==> config.mk <==
export PLATFORM = sky130hd
export DESIGN_NAME = universal_shift_reg_burst
export DESIGN_NICKNAME = d
export VERILOG_FILES = /design/src/rtl/universal_shift_reg_burst.sv
export SDC_FILE = /design/constraint.sdc
export NUM_CORES = 1
export LEC_CHECK = 0
export ABC_AREA = 1
export CORE_MARGIN = 4
export CORE_UTILIZATION = 47
export CTS_BUF_LIST = sky130_fd_sc_hd__clkbuf_8 sky130_fd_sc_hd__clkbuf_16
export DETAILED_ROUTE_END_ITERATION = 6
export PLACE_DENSITY = 0.75
export SYNTH_ARGS = -nofsm -noshare
export SYNTH_HDL_FRONTEND = slang
export SYNTH_SLANG_ARGS = --single-unit
export TNS_END_PERCENT = 30
==> constraint.sdc <==
create_clock -name clk -period 1.4 [get_ports clk]
set_input_delay 0.28 -clock clk [delete_from_list [all_inputs] [get_ports clk]]
set_output_delay 0.28 -clock clk [all_outputs]
set_load 0.05 [all_outputs]
==> src/rtl/universal_shift_reg_burst.sv <==
`default_nettype none
// ============================================================================
// Module   : universal_shift_reg_burst
// Brief    : Parametrised universal shift register with an autonomous burst engine
// Revision : 1.0 - initial release
// ============================================================================
module universal_shift_reg_burst #(
    parameter int WIDTH = 8,
    parameter int CNT_W = 4
) (
    input  logic             clk,
    input  logic             reset,
    input  logic             en,
    input  logic [2:0]       mode,
    input  logic [WIDTH-1:0] inp,
    input  logic             ser_in_lsb,
    input  logic             ser_in_msb,
    input  logic             start,
    input  logic [CNT_W-1:0] count,
    output logic [WIDTH-1:0] out,
    output logic             ser_out_lsb,
    output logic             ser_out_msb,
    output logic             busy,
    output logic             done
);

    typedef enum logic [0:0] {
        S_IDLE = 1'b0,
        S_RUN  = 1'b1
    } state_t;

    localparam logic [2:0] c_HOLD = 3'b000;
    localparam logic [2:0] c_SHL  = 3'b001;
    localparam logic [2:0] c_SHR  = 3'b010;
    localparam logic [2:0] c_LOAD = 3'b011;
    localparam logic [2:0] c_ROL  = 3'b100;
    localparam logic [2:0] c_ROR  = 3'b101;
    localparam logic [2:0] c_ASR  = 3'b110;

    state_t           r_state, w_state_nxt;
    logic [2:0]       r_run_mode, w_run_mode_nxt;
    logic [CNT_W-1:0] r_remaining, w_remaining_nxt;
    logic [WIDTH-1:0] r_out, w_out_nxt;
    logic             r_done, w_done_nxt;
    logic [2:0]       w_op_mode;
    logic [WIDTH-1:0] w_op_result;

    // In RUN the latched burst mode drives the datapath; live mode is ignored.
    assign w_op_mode = (r_state == S_RUN) ? r_run_mode : mode;

    always_comb begin
        w_op_result = '0;
        case (w_op_mode)
            c_HOLD:  w_op_result = r_out;
            c_SHL:   w_op_result = {r_out[WIDTH-2:0], ser_in_lsb};
            c_SHR:   w_op_result = {ser_in_msb, r_out[WIDTH-1:1]};
            c_LOAD:  w_op_result = inp;
            c_ROL:   w_op_result = {r_out[WIDTH-2:0], r_out[WIDTH-1]};
            c_ROR:   w_op_result = {r_out[0], r_out[WIDTH-1:1]};
            c_ASR:   w_op_result = {r_out[WIDTH-1], r_out[WIDTH-1:1]};
            default: w_op_result = '0;
        endcase
    end

    always_comb begin
        w_state_nxt     = r_state;
        w_out_nxt       = r_out;
        w_run_mode_nxt  = r_run_mode;
        w_remaining_nxt = r_remaining;
        w_done_nxt      = 1'b0;
        case (r_state)
            S_IDLE: begin
                if (start) begin
                    w_run_mode_nxt  = mode;
                    w_remaining_nxt = count;
                    if (count != '0) begin
                        w_state_nxt = S_RUN;
                    end else begin
                        w_done_nxt = 1'b1;
                    end
                end else if (en) begin
                    w_out_nxt = w_op_result;
                end
            end
            S_RUN: begin
                if (en) begin
                    w_out_nxt       = w_op_result;
                    w_remaining_nxt = r_remaining - 1'b1;
                    if (r_remaining == CNT_W'(1)) begin
                        w_state_nxt = S_IDLE;
                        w_done_nxt  = 1'b1;
                    end
                end
            end
            default: w_state_nxt = S_IDLE;
        endcase
    end

    always_ff @(posedge clk) begin
        if (!reset) begin
            r_state     <= S_IDLE;
            r_out       <= '0;
            r_run_mode  <= 3'b000;
            r_remaining <= '0;
            r_done      <= 1'b0;
        end else begin
            r_state     <= w_state_nxt;
            r_out       <= w_out_nxt;
            r_run_mode  <= w_run_mode_nxt;
            r_remaining <= w_remaining_nxt;
            r_done      <= w_done_nxt;
        end
    end

    assign out         = r_out;
    assign ser_out_lsb = r_out[0];
    assign ser_out_msb = r_out[WIDTH-1];
    assign busy        = (r_state == S_RUN);
    assign done        = r_done;

endmodule
`default_nettype wire

### After elaboration in Yosys (flattened, before gate mapping)

Cells that the tools add are included.

| storage, ports and cells | value |
|---|---|
| bits in registers | 17 |
| output and inout port bits | 12 |

| cells by class | value |
|---|---|
| bitwise operators | 1 |
| $add $sub $neg | 1 |
| reduce and logical (&&, ||, !) cells | 4 |
| equal/unequal tests | 10 |
| muxes and demuxes | 18 |

Operators with widths:

| kind | count |
|---|---|
| 8-bit one-hot mux with 7 select lines | 1 |
| 8-bit 2-to-1 mux | 2 |
| 8-bit one-hot mux with 2 select lines | 1 |
| 3-bit equality test, second input constant | 3 |
| 1-bit 2-to-1 mux | 8 |
| 4-bit 2-to-1 mux | 2 |
| 4-bit one-hot mux with 2 select lines | 1 |
| 3-bit by 2-bit equality test with 1-bit output, second input constant | 2 |
| 2-bit inequality test, second input constant | 3 |
| 4-bit by 1-bit equality test with 1-bit output, second input constant | 1 |
| 1-bit one-hot mux with 2 select lines | 2 |
| 2-bit AND reduction | 2 |
| 4-bit nonzero test | 1 |
| 4-bit by 1-bit subtractor with 4-bit output, second input constant | 1 |
| 3-bit by 1-bit equality test with 1-bit output, second input constant | 1 |
| 3-bit logical NOT | 1 |
| 3-bit 2-to-1 mux | 1 |
| 1-bit inverter | 1 |

### Depth between registers and ports, before layout

Gate-level depths: netlist of run 1.

| depth | value |
|---|---|
| depth in word-level cells | 6 |
| depth in mapped cells | 11 |

### Worst setup path after synthesis of run 1

Ideal clock, no wire load.

| timing | value |
|---|---|
| kind | register to register |
| from | register r_state, in the netlist busy |
| to | register r_out[1], in the netlist out[1] |
| buffers on the path | 1 |
| clock period less this slack | 1641 ps |
| library setup time | 70 ps |
| path slack | -241 ps |
| cell stages (with the launch flop) | 12 |
| required time | 1330 ps |
| arrival time | 1570 ps |
| cells stage by stage | dfxtp_1 > buf_6 > inv_8 > nand2_4 > nand2_8 > nor2_8 > nand2_4 > nand2_4 > nand2_1 > nand3_1 > nand2_1 > a21oi_2 |

| on the way | value |
|---|---|
| cells in the longest elaborated chain, start to end | 6 |
| elaborated cells between the ends (all ways) | 14 |
| those cells by class | eq/ne (7); mux (5); bitwise (1); reduce/logical (1) |

Ends and longest elaborated chain:

| item | line | RTL |
|---|---|---|
| start, declared | 40 | `state_t r_state, w_state_nxt;` |
| start signal, assigned | 107 | `r_state <= w_state_nxt;` |
| 3-bit 2-to-1 mux | 49 | `assign w_op_mode = (r_state == S_RUN) ? r_run_mode : mode;` |
| 3-bit equality test, or another cell as far along | 53 | `case (w_op_mode)` |
| 8-bit one-hot mux with 7 select lines | 53 |  |
| 8-bit 2-to-1 mux | 81, 86 |  |
| 8-bit 2-to-1 mux | 73 | `if (start) begin` |
| 8-bit one-hot mux with 2 select lines | 71 | `case (r_state)` |
| end signal, assigned | 108 | `r_out <= w_out_nxt;` |
| end, declared | 43 | `logic [WIDTH-1:0] r_out, w_out_nxt;` |

Parallel ways exist; a longest one is shown, timed or not. The select of a mux whose other input is x is not followed.
A chain may end at the register's enable or synchronous reset.

### Worst setup path in the final report of run 1

| timing | value |
|---|---|
| from | input port start |
| to | register r_run_mode[1] |

| on the way | value |
|---|---|
| cells in the longest elaborated chain, start to end | 1 |

Ends and longest elaborated chain:

| item | line | RTL |
|---|---|---|
| start, declared | 18 | `input logic start,` |
| 2-bit AND reduction (no line) | n/a |  |
| end signal, assigned | 109 | `r_run_mode <= w_run_mode_nxt;` |
| end, declared | 41 | `logic [2:0] r_run_mode, w_run_mode_nxt;` |

Every way passes these cells.

==> metrics.txt, run 1 <==
outcome finished clean; Max H-tree Level 1; CTS root buffer clkbuf_8; share of the synthesized area in the top cell type 28.5%; MaxCap Viol Count 0; most frequent cells in the layout nand2_1 (44), clkdlybuf4s50_1 (18), dfxtp_1 (16); initial core utilization 51.4%; Yosys cell types 27; total nets after synthesis 187; Flop pwr share 38.4%; final hold viol count 0; Logic pwr share 34.0%; CTS Buf Count 3; CP required 1550 ps; most common cell after layout, fill and taps aside nand2_1; Clk pwr share 27.6%; final net count 231; first-pass GRT wire length 5350 um; total core area 2320 sq um; synth top area cells dfxtp_1 (29%), nand2_1 (15%), a21oi_2 (5.9%); R2R setup slack 40 ps; IO Pins 33; dpl hpwl 2380 um; Hold WS 360 ps; worst rel slew slack 74.7%; CTS Buffer Depth 2; Horiz. Die Dim 58.4 um; sequential fraction of the synthesis area 28.5%; Initial DRC Count 25; vias in the first global route 1251; largest net degree at the start of global routing 12; Worst-path clk slew 70 ps; number of routed nets with antenna violations 0; area grow syn2layout 53.7%; Syn. warnings 0; leakage 0.787 nW; Startpoint Class input port; die area 3410 sq um; Remaining DRCs 0; Layout Skew 1.45 ps; maximum vdd drop 0.000736 V; Post-Layout Cell Count 235; diode count 0; antenna violations before repair 0; TritonRoute pass-1 iters 4; PortBufs 32; minimum clock period 1380 ps; Critical Path Fanout Max 5; final worst-path cycle share 98.7%; vias 1226; Net Sw Power 0.000495 W; Placer Congestion 0.834; GRT Total Usage 20.2%; layout cells sized above 1 32.4%; CP Capture Type register; vias per cell 5.22; global route total overflow 0; Max Fclk 724 MHz; unrepaired setup endpoints after global routing yes; # rows 17; Post-Syn Instances 164; power per cell area 774 nW/um^2; WS Path Type in -> reg; final-report max-slew violation count 0; area leader, netlist dfxtp_1; Critical Path AT 1530 ps; Avg WL per Cell 14.2 um; Mapped Avg Cell Area 7.27 sq um; CTS tree done; final setup fails 0; cell count after placement 226; Int Power 0.000924 W; Cell Area, Synth 1190 sq um; Sw Ratio 34.9%; Worst Hold Class in -> reg; clock sink count 17; Seq cells post-synth 17; Slew @ Worst Pin 379 ps; die extent in y 58.4 um; final WL 3340 um; worst skew pair latency 260 ps; hold_buf cts 0
metrics by stage:
| step | instance area (sq um) | setup slack (ps) | util, % | TNS [ps] | total power (W) |
|---|---|---|---|---|---|
| CTS | 1730 | 35.5 | 74.8 | 0 | 0.00137 |
| floorplan | 1200 | 12.3 | - | 0 | 0.000818 |
| global route | 1830 | -65.4 | 79.1 | -407 | 0.00150 |
| finish | 1830 | 18.6 | 79.1 | 0 | 0.00142 |
| detailed placement | 1690 | -285 | 72.7 | -3370 | 0.000982 |
| global placement | 1690 | -261 | 72.7 | -2930 | 0.000965 |
path summary, 6_finish.rpt:
| kind | start | to | depth (start not counted) |
|---|---|---|---|
| hold reg to reg | r_run_mode[0] | r_run_mode[0] | 2 |
| hold / removal | mode[0] | r_run_mode[0] | 3 |
| setup / recovery | start | r_run_mode[1] | 7 |
| setup reg to reg | busy | out[4] | 10 |
flip-flops by register name, indices dropped and copies added, names as in the netlist:
register,cells
busy,1
out,8
done,1
r_run_mode,3
r_remaining,4
cell families (layout without fill, tap and decap cells):
| group | after synthesis | count (layout) | synth area share (%) |
|---|---|---|---|
| xor gates and xnor gates | 2 | 2 | 1.47 |
| adders and majority gates | 2 | 2 | 2.10 |
| buffers and inverters | 24 | 66 | 9.65 |
| DFF | 17 | 17 | 28.5 |
| and+or+nand+nor | 92 | 93 | 43.8 |
| AOI/OAI and AO/OA | 27 | 27 | 14.5 |
metal layers:
layer,routed length (um),up-vias,share of wire [%],global-route usage [%]
li1,-,614,-,-
met1,1340,564,40,22.7
met2,1780,38,53,36.5
met3,161,10,4.8,5.26
met4,46,0,1.4,6.62
met5,0,-,0,0
critical path: stages:
cell and delay [ps]:
clkdlybuf4s50_1 450, inv_1 40, nor2_1 230, inv_2 110, buf_4 170, o21ai_0 170
a21oi_1 70
cells in the mapped netlist:
cell type,instances
a211oi_1,2
a21oi_1,7
a21oi_2,8
buf_4,2
buf_6,1
clkbuf_1,1
dfxtp_1,17
ha_1,2
inv_1,15
inv_2,3
inv_4,1
inv_8,1
nand2_1,47
nand2_2,7
nand2_4,5
nand2_8,3
nand3_1,11
nand3_2,4
nand3_4,1
nor2_1,11
nor2_8,1
nor3_1,1
nor4_1,1
o21ai_0,7
o21ai_1,1
o22ai_1,2
xor2_1,2
final cells by class:
type	instances	area [sq um]
multi-input combinational	124	782
fill	161	485
sequential	17	344
timing repair buffer	42	533
inverter	20	90.1
tap	28	35.0
clock buffer	3	41.3
clock inverter	1	7.51
power groups by stage:
stage	Combinational, W	Sequential, W	Clock (W)
floorplan	0.000255	0.000563	0
global placement	0.000409	0.000555	0
detailed placement	0.000424	0.000558	0
CTS	0.000427	0.000548	0.000394
global route	0.000524	0.000548	0.000424
finish	0.000483	0.000545	0.000391
timing repair:
item / CTS / global route
pin swaps: 0 / 3
endpoints found under the setup margin: 7 / 13
resized for setup: 1 / 15
gates cloned: 0 / 1
buffers inserted: 0 / 4
No activity file was read; power rests on OpenSTA's default activity.
==> inputs of run 2 (changes only) <==
CTS_CLUSTER_SIZE = 25   (was unset)
SKIP_CTS_REPAIR_TIMING = 1   (was unset)
==> metrics.txt, run 2 (synthesis results as in run 1) <==
antenna violations before repair 0 (unchanged); outcome complete, but fails checks (was finished clean); initial core utilization 51.4% (unchanged); CP Capture Type register (unchanged); maximum vdd drop 0.000747 V (was 0.000736 V); minimum clock period 1400 ps (was 1380 ps); worst rel slew slack 75.0% (was 74.7%); Remaining DRCs 0 (unchanged); R2R setup slack -1 ps (was 40 ps); r2r endpoint out[3] (was out[4]); CTS Buf Count 3 (unchanged); unrepaired setup endpoints after global routing yes (unchanged); total core area 2320 sq um (unchanged); diode count 0 (unchanged); vias per cell 5.23 (was 5.22); dpl hpwl 2380 um (unchanged); final-report max-slew violation count 0 (unchanged); final worst-path cycle share 100% (was 98.7%); IO Pins 33 (unchanged); power per cell area 771 nW/um^2 (was 774 nW/um^2); TritonRoute pass-1 iters 4 (unchanged); kind of cell adding the most delay to the critical path simple AND/OR/NAND/NOR gates (was buffers and inverters); GRT Total Usage 20.2% (unchanged); capture point of the worst path out[3] (was r_run_mode[1]); CP max stage cell dfxtp_4 (was clkdlybuf4s50_1); area grow syn2layout 54.9% (was 53.7%); total power 0.00142 W (about the same); max reg flops 8 (unchanged); die extent in y 58.4 um (unchanged); CTS tree done (unchanged); CP bufs+invs 1 (was 4); Setup WS pre-CTS -285 ps (unchanged); final net count 231 (unchanged); Post-DP Area 1690 sq um (unchanged); worst skew pair latency 260 ps (about the same); vias in the first global route 1251 (unchanged); most frequent cells in the layout nand2_1 (41), clkdlybuf4s50_1 (18), dfxtp_1 (16) (was nand2_1 (44), clkdlybuf4s50_1 (18), dfxtp_1 (16)); failing checks negative setup slack; final WL 3420 um (was 3340 um); CP Launch Point busy (was start); clock sink count 17 (unchanged); PortBufs 32 (unchanged); Critical Path Fanout Max 7 (was 5); worst setup margin -1.01 ps (was 18.6 ps); Placer Congestion 0.834 (unchanged); Avg WL per Cell 14.5 um (was 14.2 um); Design Area, Final 1850 sq um (was 1830 sq um); leakage 0.805 nW (was 0.787 nW); WS Path Type reg -> reg (was in -> reg); crit path cell chain buf_4 > nand2_4 > nand2_8 > nor2_8 > nand2_4 > nand2_4 > nand2_2 > nand3_2 > nand2_2 > a21oi_2 (was clkdlybuf4s50_1 > inv_1 > nor2_1 > inv_2 > buf_4 > o21ai_0 > a21oi_1); worst r2r path cells 10 (unchanged); Worst Hold Class in -> reg (unchanged); Layout Skew 4.59 ps (was 1.45 ps); Crit path depth 10 (was 7); Horiz. Die Dim 58.4 um (unchanged); final hold viol count 0 (unchanged); Max Fclk 714 MHz (was 724 MHz); Worst-path clk slew 80 ps (was 70 ps); Startpoint Class register (was input port); global route total overflow 0 (unchanged); die area 3410 sq um (unchanged); # rows 17 (unchanged); largest net degree at the start of global routing 12 (unchanged); layout cells sized above 1 33.8% (was 32.4%); vias 1228 (was 1226); final setup fails 1 (was 0); Critical Path AT 1600 ps (was 1530 ps); CTS Buffer Depth 2 (unchanged); MaxCap Viol Count 0 (unchanged); CP required 1600 ps (was 1550 ps); number of routed nets with antenna violations 0 (unchanged); max incr delay on CP 390 ps (was 450 ps); first-pass GRT wire length 5350 um (unchanged); number of fill cells 157 (was 161); most common cell after layout, fill and taps aside nand2_1 (unchanged); CTS root buffer clkbuf_8 (unchanged); r2r startpoint busy (unchanged); Initial DRC Count 35 (was 25); Max H-tree Level 1 (unchanged); Crit path top cell by count nand2_4; Slew @ Worst Pin 375 ps (was 379 ps)
run 2: cell count changes in the layout (fill, tap and decap cells not counted):
cell / before / now
nand3_1: 11 / 10
nand2_1: 44 / 41
nor2_2: 2 / 1
nor2_1: 9 / 10
nand3_2: 4 / 5
nand2_2: 7 / 10
dlymetal6s2s_1: 1 / 2
dlygate4sd2_1: 1 / 0
run 2: power breakdown:
group	internal, W	total, W	switching, W	leakage (nW)
sequential	0.000510	0.000545	0.0000355	0.140
combinational	0.000216	0.000486	0.000271	0.644
clock	0.000201	0.000392	0.000191	0.0217
total	0.000926	0.00142	0.000497	0.805
run 2: metal layers:
| metal | vias up | global-route usage (%) | part of all wire [%] |
|---|---|---|---|
| met5 | - | 0 | 0 |
| met4 | 0 | 6.62 | 1.1 |
| met3 | 6 | 5.26 | 4.6 |
| met2 | 37 | 36.5 | 54 |
| met1 | 572 | 22.7 | 40 |
| li1 | 613 | - | - |
run 2: final cells by class:
type                    instances  area, sq um  share of cell area (%)
clock buffers                   3         41.3                    2.24
clock inverters                 1         7.51                   0.407
inverters                      20         90.1                    4.88
multi-input cells             124          792                    42.9
flip-flops and latches         17          344                    18.6
well taps                      28         35.0                    1.90
repair buffers                 42          537                    29.1
run 2: worst min path at each step:
| stage | to | slack [ps] | cells after the start | from |
|---|---|---|---|---|
| floorplan | busy | 410 | 2 | reset |
| global placement | r_run_mode[2] | 450 | 2 | r_run_mode[2] |
| detailed placement | r_run_mode[0] | 480 | 2 | r_run_mode[0] |
| CTS | r_run_mode[0] | 490 | 2 | r_run_mode[0] |
| global route | r_run_mode[0] | 380 | 3 | mode[0] |
| finish | r_run_mode[0] | 360 | 3 | mode[0] |
run 2: stage by stage:
stage / hold slack, ps / setup TNS, ps / utilization, % / cells
global placement: 453 / -2930 / 72.7 / 226
global route: 382 / -530 / 79.7 / 235
finish: 363 / -1.01 / 79.7 / 235
floorplan: 405 / 0 / - / 164
CTS: 491 / -78.5 / 74.9 / 230
detailed placement: 479 / -3370 / 72.7 / 226
run 2: worst register-to-register path, stage by stage (launching register included):
cell and delay [ps]:
dfxtp_4 390, buf_4 150, nand2_4 80, nand2_8 70, nor2_8 130, nand2_4 70, nand2_4 110, nand2_2 70
nand3_2 80, nand2_2 60, a21oi_2 120
